## src/rtl/mc_control_fsm_pkg.sv

```systemverilog
// Shared opcodes, state encoding and datapath select codes for the multicycle control FSM.
package mc_control_fsm_pkg;

  localparam logic [6:0] OP_ARITH     = 7'b0110011;
  localparam logic [6:0] OP_ARITH_IMM = 7'b0010011;
  localparam logic [6:0] OP_LOAD      = 7'b0000011;
  localparam logic [6:0] OP_STORE     = 7'b0100011;
  localparam logic [6:0] OP_BRANCH    = 7'b1100011;
  localparam logic [6:0] OP_JAL       = 7'b1101111;
  localparam logic [6:0] OP_JALR      = 7'b1100111;
  localparam logic [6:0] OP_ECALL     = 7'b1110011;

  typedef enum logic [3:0] {
    S_IF    = 4'd0,
    S_ID    = 4'd1,
    S_EX    = 4'd2,
    S_MEM   = 4'd3,
    S_WB    = 4'd4,
    S_JALR2 = 4'd5,
    S_PCINC = 4'd6,
    S_HALT  = 4'd7
  } state_t;

  localparam logic [1:0] WB_ALUOUT = 2'b00;
  localparam logic [1:0] WB_MEM    = 2'b01;
  localparam logic [1:0] WB_ALU    = 2'b10;

  localparam logic       SRCA_PC  = 1'b0;
  localparam logic       SRCA_RS1 = 1'b1;

  localparam logic [1:0] SRCB_RS2  = 2'b00;
  localparam logic [1:0] SRCB_IMM  = 2'b01;
  localparam logic [1:0] SRCB_FOUR = 2'b10;

  localparam logic [1:0] ALUOP_ADD    = 2'b00;
  localparam logic [1:0] ALUOP_FUNCT  = 2'b01;
  localparam logic [1:0] ALUOP_BRANCH = 2'b10;

  localparam logic ADDR_PC     = 1'b0;
  localparam logic ADDR_ALUOUT = 1'b1;

  localparam logic PCSRC_ALU    = 1'b0;
  localparam logic PCSRC_ALUOUT = 1'b1;

  typedef struct packed {
    logic arith;
    logic arith_imm;
    logic load;
    logic store;
    logic branch;
    logic jal;
    logic jalr;
    logic ecall;
    logic illegal;
  } inst_class_t;

endpackage

```

## src/rtl/mc_opcode_class.sv

```systemverilog
// Maps a 7-bit opcode onto a one-hot instruction class.
module mc_opcode_class
  import mc_control_fsm_pkg::*;
(
  input  logic [6:0]  opcode,
  output inst_class_t cls
);

  always_comb begin
    cls = '0;
    case (opcode)
      OP_ARITH:     cls.arith     = 1'b1;
      OP_ARITH_IMM: cls.arith_imm = 1'b1;
      OP_LOAD:      cls.load      = 1'b1;
      OP_STORE:     cls.store     = 1'b1;
      OP_BRANCH:    cls.branch    = 1'b1;
      OP_JAL:       cls.jal       = 1'b1;
      OP_JALR:      cls.jalr      = 1'b1;
      OP_ECALL:     cls.ecall     = 1'b1;
      default:      cls.illegal   = 1'b1;
    endcase
  end

endmodule

```

## src/rtl/mc_control_fsm.sv

```systemverilog
// Multicycle processor control FSM: sequences fetch, decode, execute, memory and write-back.
//
// state | meaning
// IF    | fetch instruction from PC, wait for mem_ready
// ID    | decode, ALUOut = PC + imm
// EX    | execute / address calc / branch resolve / JAL
// MEM   | data access at ALUOut, hold until mem_ready
// WB    | register-file write-back
// JALR2 | JALR link write and jump to ALUOut
// PCINC | PC = PC + 4
// HALT  | stopped after ECALL until reset
module mc_control_fsm
  import mc_control_fsm_pkg::*;
#(
  parameter bit HALT_ON_ECALL = 1'b1
) (
  input  logic        clk,
  input  logic        reset,
  input  logic [31:0] inst,
  input  logic        mem_ready,
  input  logic        bcond,
  output logic        pc_write,
  output logic        ir_write,
  output logic        aluout_write,
  output logic        i_or_d,
  output logic        mem_read,
  output logic        mem_write,
  output logic        reg_write,
  output logic [1:0]  wb_sel,
  output logic        alu_src_a,
  output logic [1:0]  alu_src_b,
  output logic [1:0]  alu_op_sel,
  output logic        pc_source,
  output logic        halted,
  output logic [3:0]  state_o
);

  state_t      r_state;
  state_t      w_next_state;
  inst_class_t w_cls;
  logic        w_unused_inst;

  assign w_unused_inst = ^inst[31:7];

  mc_opcode_class u_opcode_class (
    .opcode (inst[6:0]),
    .cls    (w_cls)
  );

  // Async reset drops straight to IF so MEM/HALT requests vanish without a clock.
  always_ff @(posedge clk or posedge reset) begin
    if (reset) r_state <= S_IF;
    else       r_state <= w_next_state;
  end

  assign state_o = r_state;

  always_comb begin
    w_next_state = r_state;
    pc_write     = 1'b0;
    ir_write     = 1'b0;
    aluout_write = 1'b0;
    i_or_d       = ADDR_PC;
    mem_read     = 1'b0;
    mem_write    = 1'b0;
    reg_write    = 1'b0;
    wb_sel       = WB_ALUOUT;
    alu_src_a    = SRCA_PC;
    alu_src_b    = SRCB_RS2;
    alu_op_sel   = ALUOP_ADD;
    pc_source    = PCSRC_ALU;
    halted       = 1'b0;

    case (r_state)
      S_IF: begin
        mem_read = 1'b1;
        i_or_d   = ADDR_PC;
        if (mem_ready) begin
          ir_write     = 1'b1;
          w_next_state = S_ID;
        end
      end

      S_ID: begin
        alu_src_a    = SRCA_PC;
        alu_src_b    = SRCB_IMM;
        alu_op_sel   = ALUOP_ADD;
        aluout_write = 1'b1;
        if (w_cls.ecall)        w_next_state = HALT_ON_ECALL ? S_HALT : S_PCINC;
        else if (w_cls.illegal) w_next_state = S_PCINC;
        else                    w_next_state = S_EX;
      end

      S_EX: begin
        if (w_cls.arith || w_cls.arith_imm) begin
          alu_src_a    = SRCA_RS1;
          alu_src_b    = w_cls.arith_imm ? SRCB_IMM : SRCB_RS2;
          alu_op_sel   = ALUOP_FUNCT;
          aluout_write = 1'b1;
          w_next_state = S_WB;
        end else if (w_cls.load || w_cls.store) begin
          alu_src_a    = SRCA_RS1;
          alu_src_b    = SRCB_IMM;
          alu_op_sel   = ALUOP_ADD;
          aluout_write = 1'b1;
          w_next_state = S_MEM;
        end else if (w_cls.branch) begin
          alu_src_a  = SRCA_RS1;
          alu_src_b  = SRCB_RS2;
          alu_op_sel = ALUOP_BRANCH;
          if (bcond) begin
            pc_write     = 1'b1;
            pc_source    = PCSRC_ALUOUT;
            w_next_state = S_IF;
          end else begin
            w_next_state = S_PCINC;
          end
        end else if (w_cls.jal) begin
          alu_src_a    = SRCA_PC;
          alu_src_b    = SRCB_FOUR;
          alu_op_sel   = ALUOP_ADD;
          reg_write    = 1'b1;
          wb_sel       = WB_ALU;
          pc_write     = 1'b1;
          pc_source    = PCSRC_ALUOUT;
          w_next_state = S_IF;
        end else if (w_cls.jalr) begin
          alu_src_a    = SRCA_RS1;
          alu_src_b    = SRCB_IMM;
          alu_op_sel   = ALUOP_ADD;
          aluout_write = 1'b1;
          w_next_state = S_JALR2;
        end else begin
          w_next_state = S_PCINC;
        end
      end

      S_MEM: begin
        i_or_d    = ADDR_ALUOUT;
        mem_read  = w_cls.load;
        mem_write = w_cls.store;
        if (mem_ready) w_next_state = w_cls.load ? S_WB : S_PCINC;
      end

      S_WB: begin
        reg_write    = 1'b1;
        wb_sel       = w_cls.load ? WB_MEM : WB_ALUOUT;
        w_next_state = S_PCINC;
      end

      S_JALR2: begin
        alu_src_a    = SRCA_PC;
        alu_src_b    = SRCB_FOUR;
        alu_op_sel   = ALUOP_ADD;
        reg_write    = 1'b1;
        wb_sel       = WB_ALU;
        pc_write     = 1'b1;
        pc_source    = PCSRC_ALUOUT;
        w_next_state = S_IF;
      end

      S_PCINC: begin
        alu_src_a    = SRCA_PC;
        alu_src_b    = SRCB_FOUR;
        alu_op_sel   = ALUOP_ADD;
        pc_write     = 1'b1;
        pc_source    = PCSRC_ALU;
        w_next_state = S_IF;
      end

      S_HALT: begin
        halted = 1'b1;
      end

      default: w_next_state = S_IF;
    endcase
  end

endmodule

```

## config.mk

```make
export PLATFORM = sky130hd
export DESIGN_NAME = mc_control_fsm
export DESIGN_NICKNAME = d
export VERILOG_FILES = /design/src/rtl/mc_control_fsm_pkg.sv /design/src/rtl/mc_opcode_class.sv /design/src/rtl/mc_control_fsm.sv
export SDC_FILE = /design/constraint.sdc
export NUM_CORES = 1
export LEC_CHECK = 0
export CORE_AREA = 2 2 47 49
export CTS_CLUSTER_SIZE = 30
export DETAILED_ROUTE_END_ITERATION = 16
export DIE_AREA = 0 0 49 51
export PLACE_DENSITY = 0.8
export SLEW_MARGIN = 20
export SYNTH_ARGS = -nofsm -noshare
export SYNTH_HDL_FRONTEND = slang
export SYNTH_SLANG_ARGS = --single-unit
```

## constraint.sdc

```tcl
create_clock -name clk -period 2.95 [get_ports clk]
set_input_delay 0.59 -clock clk [delete_from_list [all_inputs] [get_ports clk]]
set_output_delay 0.59 -clock clk [all_outputs]
set_load 0.05 [all_outputs]
```

# Word level (Yosys, flattened, before mapping)
# Index checks and enable logic that the tools add are counted.
# totals
inputBits	36
elab_cells	90
output_inout_bits	20
regBits	4
# op_classes
eq_ne	17
muxes	64
bitwise_logic	1
n_reduce_logical	7
# op_table
operator	count
1-bit two-way mux	33
7-bit == test, second input constant	4
2-bit two-way mux	14
4-bit one-hot mux with 6 select lines	1
4-bit two-way mux	5
4-bit by 3-bit == test with 1-bit output, second input constant	4
7-bit by 6-bit == test with 1-bit output, second input constant	2
3-bit two-way mux	4
2-bit one-hot mux with 3 select lines	2
1-bit one-hot mux with 2 select lines	5
4-bit by 2-bit == test with 1-bit output, second input constant	2
8-bit OR reduction	1
7-bit by 2-bit == test with 1-bit output, second input constant	1
7-bit by 5-bit == test with 1-bit output, second input constant	1
4-bit by 1-bit == test with 1-bit output, second input constant	1
4-bit zero test	1
2-bit inequality test, second input constant	2
2-bit OR reduction	2
3-bit AND reduction	1
1-bit logical OR	2
1-bit NOT	1

# Logic depth before layout (Yosys ltp)
# Gate-level depths: netlist (run 1).
# logic_depth
word_depth	8
mapped_depth	6
mapped_depth_nobuf	4

# Hierarchy
# Synthesis (run 1) repeated with hierarchy kept, for this count alone.
# unflattened
hier_cells	91
hier_area_um2	599.3
# by_module_without_submodules
mod	instances	area_per_inst_um2	seq_area_each_um2	cells_per_inst
mc_control_fsm	1	486.7	75.1	74
mc_opcode_class	1	112.6	0.0	17

# Least setup slack after synthesis (run 1)
# Ideal clock, no wire load.
# synth_path
path_type	reg-to-output
from	register r_state[2], in the netlist state_o[2]
to	output port alu_src_a
stages_incl_launch_ff	6
t_required_ns	2.360
path_buffers	2
setup_slack_ns	-0.324
t_arrival_ns	2.684
path_cell_list	dfrtp_1 buf_6 or3b_1 buf_2 nor4_2 a21o_1
# synth_via
elab_chain_cells	2
# synth_rtl
item	line_no	source
from (decl)	mc_control_fsm.sv:38	state_t r_state;
from (signal assigned)	mc_control_fsm.sv:53	else r_state <= w_next_state;
4-bit by 2-bit == test with 1-bit output	mc_control_fsm.sv:74	case (r_state)
1-bit two-way mux	mc_control_fsm.sv:74	
to (decl)	mc_control_fsm.sv:30	output logic alu_src_a,
# No other way between the ends.

# Final worst setup path (run 1)
# layout_path
from	input port inst[1]
to	output port pc_write
# layout_via
elab_chain_cells	7
elab_cells_between_ends	19
cone_classes	6 x eq/ne; 11 x mux; 2 x reduce/logical
# layout_rtl
item	line_no	source
from (decl)	mc_control_fsm.sv:19	input logic [31:0] inst,
7-bit == test	mc_opcode_class.sv:11	case (opcode)
1-bit two-way mux	mc_opcode_class.sv:11	
1-bit two-way mux	mc_control_fsm.sv:118	end else if (w_cls.jal) begin
1-bit two-way mux	mc_control_fsm.sv:107	end else if (w_cls.branch) begin
1-bit two-way mux	mc_control_fsm.sv:101	end else if (w_cls.load || w_cls.store) begin
1-bit two-way mux *	mc_control_fsm.sv:95	if (w_cls.arith || w_cls.arith_imm) begin
1-bit one-hot mux with 2 select lines *	mc_control_fsm.sv:74	
to (decl)	mc_control_fsm.sv:22	output logic pc_write,
# Every way passes the cells marked *; elsewhere a longest branch is shown, timed or not.

==> results.md, run 1 <==
- Post-Syn Area: just under 600 sq um
- Async SR Flop Fraction: 100%
- Pwr per Cell Area: about 850 nW/um^2
- Rel. slew slack: 66.2%
- Ports: 56
- Drt wl/cell: 12.9 microns
- Multi-input logic area: between 400 and 500 sq um
- Most frequent cells in the layout: 14 x clkdlybuf4s50_1, 12 x buf_12, 10 x buf_4, 7 x nand2_1, 6 x o21ai_1
- Final-report max-slew violation count: 0
- Placed instance area: ~1000 sq um
- Busiest metal layer after global routing: met2
- TritonCTS clock tree: done
- Overflow after GRT: 0
- Die Area: 2500 sq um
- Die H: 51 microns
- Reg-to-reg endpoint: state_o[2]$_DFFE_PP0P_
- EDFF count, synth: 0
- Seq/Total Area, Yosys: 12.6%
- GRT Util Overall: between 10 and 15%
- Setup violations, final: 0
- Critical-path cell list: clkdlybuf4s50_1 > nand4bb_4 > nor4_4 > a211oi_1 > o21ai_1 > buf_12
- Leak Pwr: about 0.00044 uW
- Worst EP arrival: roughly 2.3 ns
- Netlist cell types: between 40 and 50
- Initial Util: 28.8%
- Sequential cell area: approximately 75 sq um
- Area growth syn-to-layout: 84.8%
- FF+latch count, synth: 3
- Peak Freq: between 0.3 and 0.4 GHz
- Dpl hpwl: between 1000 and 1500 microns
- CTS Sinks: 3
- Ratio of cells with drive above 1 in the final layout: about a third
- Starting DRC count in detailed routing: 13
- Vias: 709
- Root Buffer: clkbuf_4
- Final instance area: roughly 1100 sq um
- R2r setup slk: about 1.2 ns
- Met1 Resource Use GR: between 10% and 20%
- Syn. warnings: 0
- Die W: roughly 49 microns
- R2R cell count: 3
- ANT nets after route: 0
- Number of buffers added on ports: 29
- Routing usage on met2: a little over a quarter
- Final worst-path cycle share: between 90% and 100%
- Total Wirelength: ~1800 microns
- Total core area: 2060 sq um
- Pin count of the biggest net entering global routing: 19
- Design Power: about 930 uW
- Number of flip-flops in the largest register: 3
- CTS Buf Count: 3
- Required time worst endpoint: 2.36 ns
- Hold Crit Class: input pin to asynchronous set/reset pin
- CP peak stage delay: roughly 0.55 ns
- Fin nets: around 150
- Tmin final: between 2 and 3 ns
- Fillers: around 190
- H-tree depth: 1
- Worst flop-to-flop path startpoint: state_o[2]$_DFFE_PP0P_
- Outcome: complete, no violations
- Drt first pass iters: 4
- Hold Vio Cnt, Final: 0
- First-pass GRT wire length: between 2000 and 3000 microns
- Gpl congestion: 0.826
- Synth Net Count: approximately 110
- Hold-fix buffers, CTS: 0
- Core Rows: 17
- Vias in the first global route: 674
- Peak VDD IR: ~0.50 mV
- Maximum fanout along the worst path: 6
- Nature of the critical path startpoint: input pin
- Worst Skew: 0.00425 ns
- Mean number of vias per cell: around 5.1
- Top_reg_cell synth: dfrtp_1
- Worst-path clk slew: about 0.04 ns
- Met3 Use GR: under 10%
- ANT cells: 0
- Number of remaining DRC errors: 0
- Worst Setup Path Type: input pin to output pin
- Critical Path End Type: output pin
- # Max-Cap Violations: 0
- Clock Latency Late Sink: about 0.24 ns
- Post-synthesis cell count: 78
- Slowest cell on the critical path: clkdlybuf4s50_1
- Slew at the pin with the worst max-slew slack: 0.505 ns
- Maximum buffer depth of the clock tree: 2
- Initial antenna violation count: 0
- Avg Cell Area, Syn: between 7 and 8 sq um
- Commonest non-fill, non-tap cell in the layout: clkdlybuf4s50_1
## cell usage after synthesis (all sizes together), types with 2 or more instances
master | instances | area, sq um
buf | 4 | 35.0
o21ai | 9 | 45.0
nor3 | 4 | 36.3
and3 | 2 | 12.5
nor2 | 3 | 11.3
nor3b | 2 | 15.0
nand3 | 3 | 15.0
clkbuf | 3 | 11.3
o31a | 2 | 17.5
dfrtp | 3 | 75.1
nand2b | 2 | 12.5
a21oi | 4 | 20.0
nor4 | 5 | 58.8
nand2 | 8 | 32.5
o22ai | 2 | 12.5
inv | 4 | 15.0
## power by group
group | switching, uW | total [uW] | internal, uW | leakage [uW]
Clock | 25.0 | 76.0 | 50.9 | 0.0000150
Sequential | 69.2 | 130 | 60.5 | 0.0000374
Combinational | 429 | 729 | 300 | 0.000385
## metrics by stage
stage          hold slack (ns)  util (%)  setup slack (ns)  setup TNS, ns  cells
4_1_cts                  0.526      51.4            0.0609              0    136
2_1_floorplan            0.344         -            0.0123              0     78
3_5_place_dp             0.775      50.2            0.0914              0    132
3_3_place_gp             0.767      50.2             0.118              0    132
5_1_grt                  0.537      53.2           -0.0105        -0.0105    140
6_report                 0.517      53.2            0.0811              0    140
## area by class of cell
cell class | count | area share, %
well taps | 28 | 3.19
repair buffers | 37 | 42.6
flip-flops and latches | 3 | 6.83
clock buffers | 4 | 2.39
inverters | 4 | 1.37
multi-input cells | 64 | 43.6
## worst max-delay path by stage
stage / from / depth (start not counted) / endpoint
6_report: inst[1] / 6 / pc_write
5_1_grt: inst[3] / 6 / pc_write
4_1_cts: inst[2] / 6 / pc_write
3_5_place_dp: inst[2] / 6 / pc_write
3_3_place_gp: inst[2] / 6 / pc_write
2_1_floorplan: state_o[2]$_DFFE_PP0P_ / 5 / alu_src_a
## layer usage
metal | vias to the layer above | wire (microns)
met5 | - | 0
li1 | 356 | -
met2 | 20 | 957
met4 | 0 | 25
met1 | 329 | 762
met3 | 4 | 56
## logic make-up (layout without fill, tap and decap cells)
family,after synthesis,in the layout,synth area share (%)
XOR/XNOR,1,1,1.47
AO/OA/AOI/OAI,25,25,28.2
other,1,1,0.631
flip-flops,3,3,12.6
AND/OR/NAND/NOR,37,37,46.7
buffers and inverters,11,45,10.3
## what timing repair did
| item | in CTS | in global routing |
|---|---|---|
| endpoints found under the setup margin | 0 | 3 |
| resized for setup | 0 | 2 |
| hold endpoints to repair | 0 | 0 |
| buffers inserted | 0 | 4 |
## worst max-delay path, delay by kind of cell
family	cells	cell delay [ns]
compound gates	2	0.37
buf+inv	2	0.72
simple gates	2	0.58
No activity file was read; power rests on OpenSTA's default activity.
==> run 2, diff against run 1 <==
--- a/config.mk
+++ b/config.mk
@@ -5,12 +5,13 @@
 export SDC_FILE = /design/constraint.sdc
 export NUM_CORES = 1
 export LEC_CHECK = 0
-export CORE_AREA = 2 2 47 49
+export CORE_AREA = 3 3 48 50
 export CTS_CLUSTER_SIZE = 30
 export DETAILED_ROUTE_END_ITERATION = 16
-export DIE_AREA = 0 0 49 51
+export DIE_AREA = 0 0 51 53
 export PLACE_DENSITY = 0.8
 export SLEW_MARGIN = 20
 export SYNTH_ARGS = -nofsm -noshare
 export SYNTH_HDL_FRONTEND = slang
+export SYNTH_HIERARCHICAL = 1
 export SYNTH_SLANG_ARGS = --single-unit
==> run 2 against run 1 <==
  * Utilization up 13 points
  * Clock power grew 0.9%
  * Die area increased by 8.2%
  * Largest power group unchanged
  * Area after synthesis grew 0.84%
  * Via count is 17% higher
  * Critical path depth grew 3
  * Fmax decreased by 0.16%
  * Power rose by 1.6%
  * Wire length up 11%
  * Global-route usage grew 1.3 points
==> results.md, run 2 <==
- Die H: 53 microns (+3.9%)
- Critical-path cell list: clkdlybuf4s50_1 > nand2b_4 > buf_4 > nor3_4 > buf_6 > mux2i_2 > nand2b_4 > nand2_1 > buf_12
- Maximum buffer depth of the clock tree: 2 (unchanged)
- Async SR Flop Fraction: 100% (unchanged)
- Comb pwr share: 81.1% (+3.1 points)
- Leak Pwr: 0.000567 uW (+30%)
- Hold Vio Cnt, Final: 0 (unchanged)
- Die Area: 2700 sq um (+8.2%)
- Final-report max-slew violation count: 0 (unchanged)
- Fin nets: 174 (+17%)
- Gpl congestion: 0.867 (+5.0%)
- CP peak stage delay: 0.41 ns (-0.14 ns)
- Total Wirelength: 2000 microns (+11%)
- Slowest cell on the critical path: clkdlybuf4s50_1
- Slew at the pin with the worst max-slew slack: 0.518 ns (+0.0126 ns)
- Nature of the critical path startpoint: input pin
- Die W: 51 microns (+4.1%)
- Required time worst endpoint: 2.36 ns (about the same)
- Core Rows: 16 (-1)
- Worst path most repeated cell: nand2b_4
- Number of remaining DRC errors: 0 (unchanged)
- Ratio of cells with drive above 1 in the final layout: 41.6% (+8.6 points)
- Critical Path End Type: output pin
- EDFF count, synth: 0 (unchanged)
- TritonCTS clock tree: done
- Pin count of the biggest net entering global routing: 18 (-1)
- Clock Latency Late Sink: 0.24 ns (about the same)
- Drt first pass iters: 4 (unchanged)
- Seq/Total Area, Yosys: 12.5% (-0.11 points)
- Area growth syn-to-layout: 113%
- Synth cell count leaders: 9 x inv_1, 9 x nor2_1, 8 x a21oi_1, 8 x nand2_1, 6 x nor3_1
- First-pass GRT wire length: 3340 microns (+14%)
- Int Pwr: 423 uW (+2.8%)
- ANT cells: 0 (unchanged)
- Postcts setup bufs: 0 (unchanged)
- H-tree depth: 1 (unchanged)
- Post-synth top area share: 12.5% (-0.11 points)
- Mean number of vias per cell: 5.04 (-0.43%)
- Initial Util: 30.9% (+2.1 points)
- Peak VDD IR: 0.530 mV (+6.5%)
- Pwr per Cell Area: 743 nW/um^2 (-13%)
- Sequential power share: 10.8% (-3.1 points)
- Most frequent cells in the layout: 19 x buf_4, 13 x buf_12, 9 x nor2_1, 9 x inv_1, 9 x clkdlybuf4s50_1
- CTS Buf Count: 3 (unchanged)
- PnR worst setup slack: 0.0767 ns (-0.00447 ns)
- Largest area contributor in the netlist: dfrtp_1
- Total core area: 1940 sq um (-5.9%)
- Post-synthesis cell count: 91 (+17%)
- ANT nets after route: 0 (unchanged)
- Outcome: complete, no violations
- Avg Cell Area, Syn: 6.59 sq um (-14%)
- Sw Ratio: 55.4% (-0.55 points)
- FF+latch count, synth: 3 (unchanged)
- Top_reg_cell synth: dfrtp_1
- Ports: 56 (unchanged)
- CTS Sinks: 3 (unchanged)
- Drt wl/cell: 12.2 microns (-5.1%)
- Vias: 827 (+17%)
- Number of buffers added on ports: 29 (unchanged)
- Overflow after GRT: 0 (unchanged)
- Clock power frac: 8.1% (about the same)
- Vias in the first global route: 844 (+25%)
- Netlist cell types: 37 (-12%)
- Final worst-path cycle share: 97.4% (+0.15 points)
- Net Sw Power: 526 uW (+0.56%)
- Rel. slew slack: 65.1% (-1.1 points)
- Worst Skew: 0.00426 ns (+0.00000985 ns)
- Root Buffer: clkbuf_4
- Synth Net Count: 127 (+11%)
- Syn. warnings: 6 (+6)
- Initial antenna violation count: 0 (unchanged)
- Pre-CTS WS: -0.0909 ns (-0.182 ns)
- Maximum fanout along the worst path: 4 (-2)
- Worst-path clk slew: 0.04 ns (about the same)
- Starting DRC count in detailed routing: 10 (-3)
- Number of flip-flops in the largest register: 3 (unchanged)
- Placed instance area: 1180 sq um (+14%)
- RSZ-0062 raised after global routing: yes
- Top cells by area in the synthesized netlist: dfrtp_1 13%, a21oi_1 6.7%, inv_1 5.6%
- Hold Crit Class: input pin to asynchronous set/reset pin
- Setup violations, final: 0 (unchanged)
- Post-Syn Area: 599 sq um (+0.84%)
- Final instance area: 1280 sq um (+16%)
- Worst EP arrival: 2.28 ns (about the same)
- R2R cell count: 4 (+1)
- Dpl hpwl: 1570 microns (+13%)
- # Max-Cap Violations: 0 (unchanged)
- GRT Util Overall: 16.3% (+1.3 points)
- Peak Freq: 0.348 GHz (-0.16%)
- Tmin final: 2.87 ns (+0.00447 ns)
- Commonest non-fill, non-tap cell in the layout: buf_4
- Worst Setup Path Type: input pin to output pin
==> run 2: cell count changes after synthesis, moves of 2 or more <==
cell,delta
o21ai_0,+2
inv_1,+5
nor3_1,+4
nor3b_1,-2
a211oi_1,+2
and2_1,+2
o21ai_1,-6
nand2b_1,+3
a21oi_1,+4
nor2_1,+6
o31a_1,-2
o21bai_1,+2
==> run 2: critical path: cells and delay by family <==
family	cells	cell delay, ns
buffers and inverters	4	0.86
and+or+nand+nor	4	0.63
muxes	1	0.22
==> run 2: layout make-up <==
cell class                      count  area (sq um)
Clock buffer                        4          26.3
Fill cell                         163           664
Inverter                            9          33.8
Multi-Input combinational cell     72           533
Sequential cell                     3          75.1
Tap cell                           27          33.8
Timing Repair Buffer               49           576
==> run 2: worst paths after layout <==
path,startpoint,to,slack [ns]
min in group clk,state_o[2]$_DFFE_PP0P_,state_o[1]$_DFFE_PP0P_,0.79
setup reg to reg,state_o[1]$_DFFE_PP0P_,state_o[1]$_DFFE_PP0P_,1.24
hold reg to reg,state_o[2]$_DFFE_PP0P_,state_o[1]$_DFFE_PP0P_,0.79
setup / recovery,inst[4],pc_source,0.08
hold / removal,reset,state_o[2]$_DFFE_PP0P_,0.51
max in group asynchronous,reset,state_o[0]$_DFFE_PP0P_,2.30
==> run 2: timing repair <==
item	CTS	global route
gates resized for setup	11	14
endpoints found under the setup margin	8	7
hold buffers	0	0
pin swaps	8	7
==> run 2: cell families (layout without fill, tap and decap cells) <==
logic type	Yosys count	after routing	share of synthesized area [%]
mux	1	1	1.67
simple gates	46	46	46.4
xor+xnor	1	1	1.46
buf+inv	16	62	13.4
flops	3	3	12.5
compound gates	23	23	24.0
other cells	1	1	0.626
==> run 2: routing by layer <==
layer	track usage (%)	share of wire, %	vias to the layer above
li1	-	-	413
met1	15.0	36	380
met2	31.1	57	27
met3	2.54	4.5	7
met4	13.5	2.3	0
met5	0	0	-
==> run 2: through the flow <==
stage	hold WS [ns]	std cells	TNS, ns	total power (uW)	util, %
6_report	0.514	164	0	949	65.8
2_1_floorplan	0.344	91	0	566	-
5_1_grt	0.536	164	0	993	65.8
4_1_cts	0.521	164	0	938	63.2
3_3_place_gp	0.753	160	-0.0923	841	60.7
3_5_place_dp	0.770	160	-0.317	853	60.7
==> run 2: power by group through the flow <==
| stage | clock network, uW | logic (uW) | registers, uW |
|---|---|---|---|
| final | 76.7 | 770 | 102 |
| after detailed placement | 0 | 752 | 101 |
| after CTS | 74.1 | 763 | 101 |
| after global routing | 75.8 | 811 | 106 |
| after floorplan | 0 | 433 | 132 |
| after global placement | 0 | 741 | 99.7 |
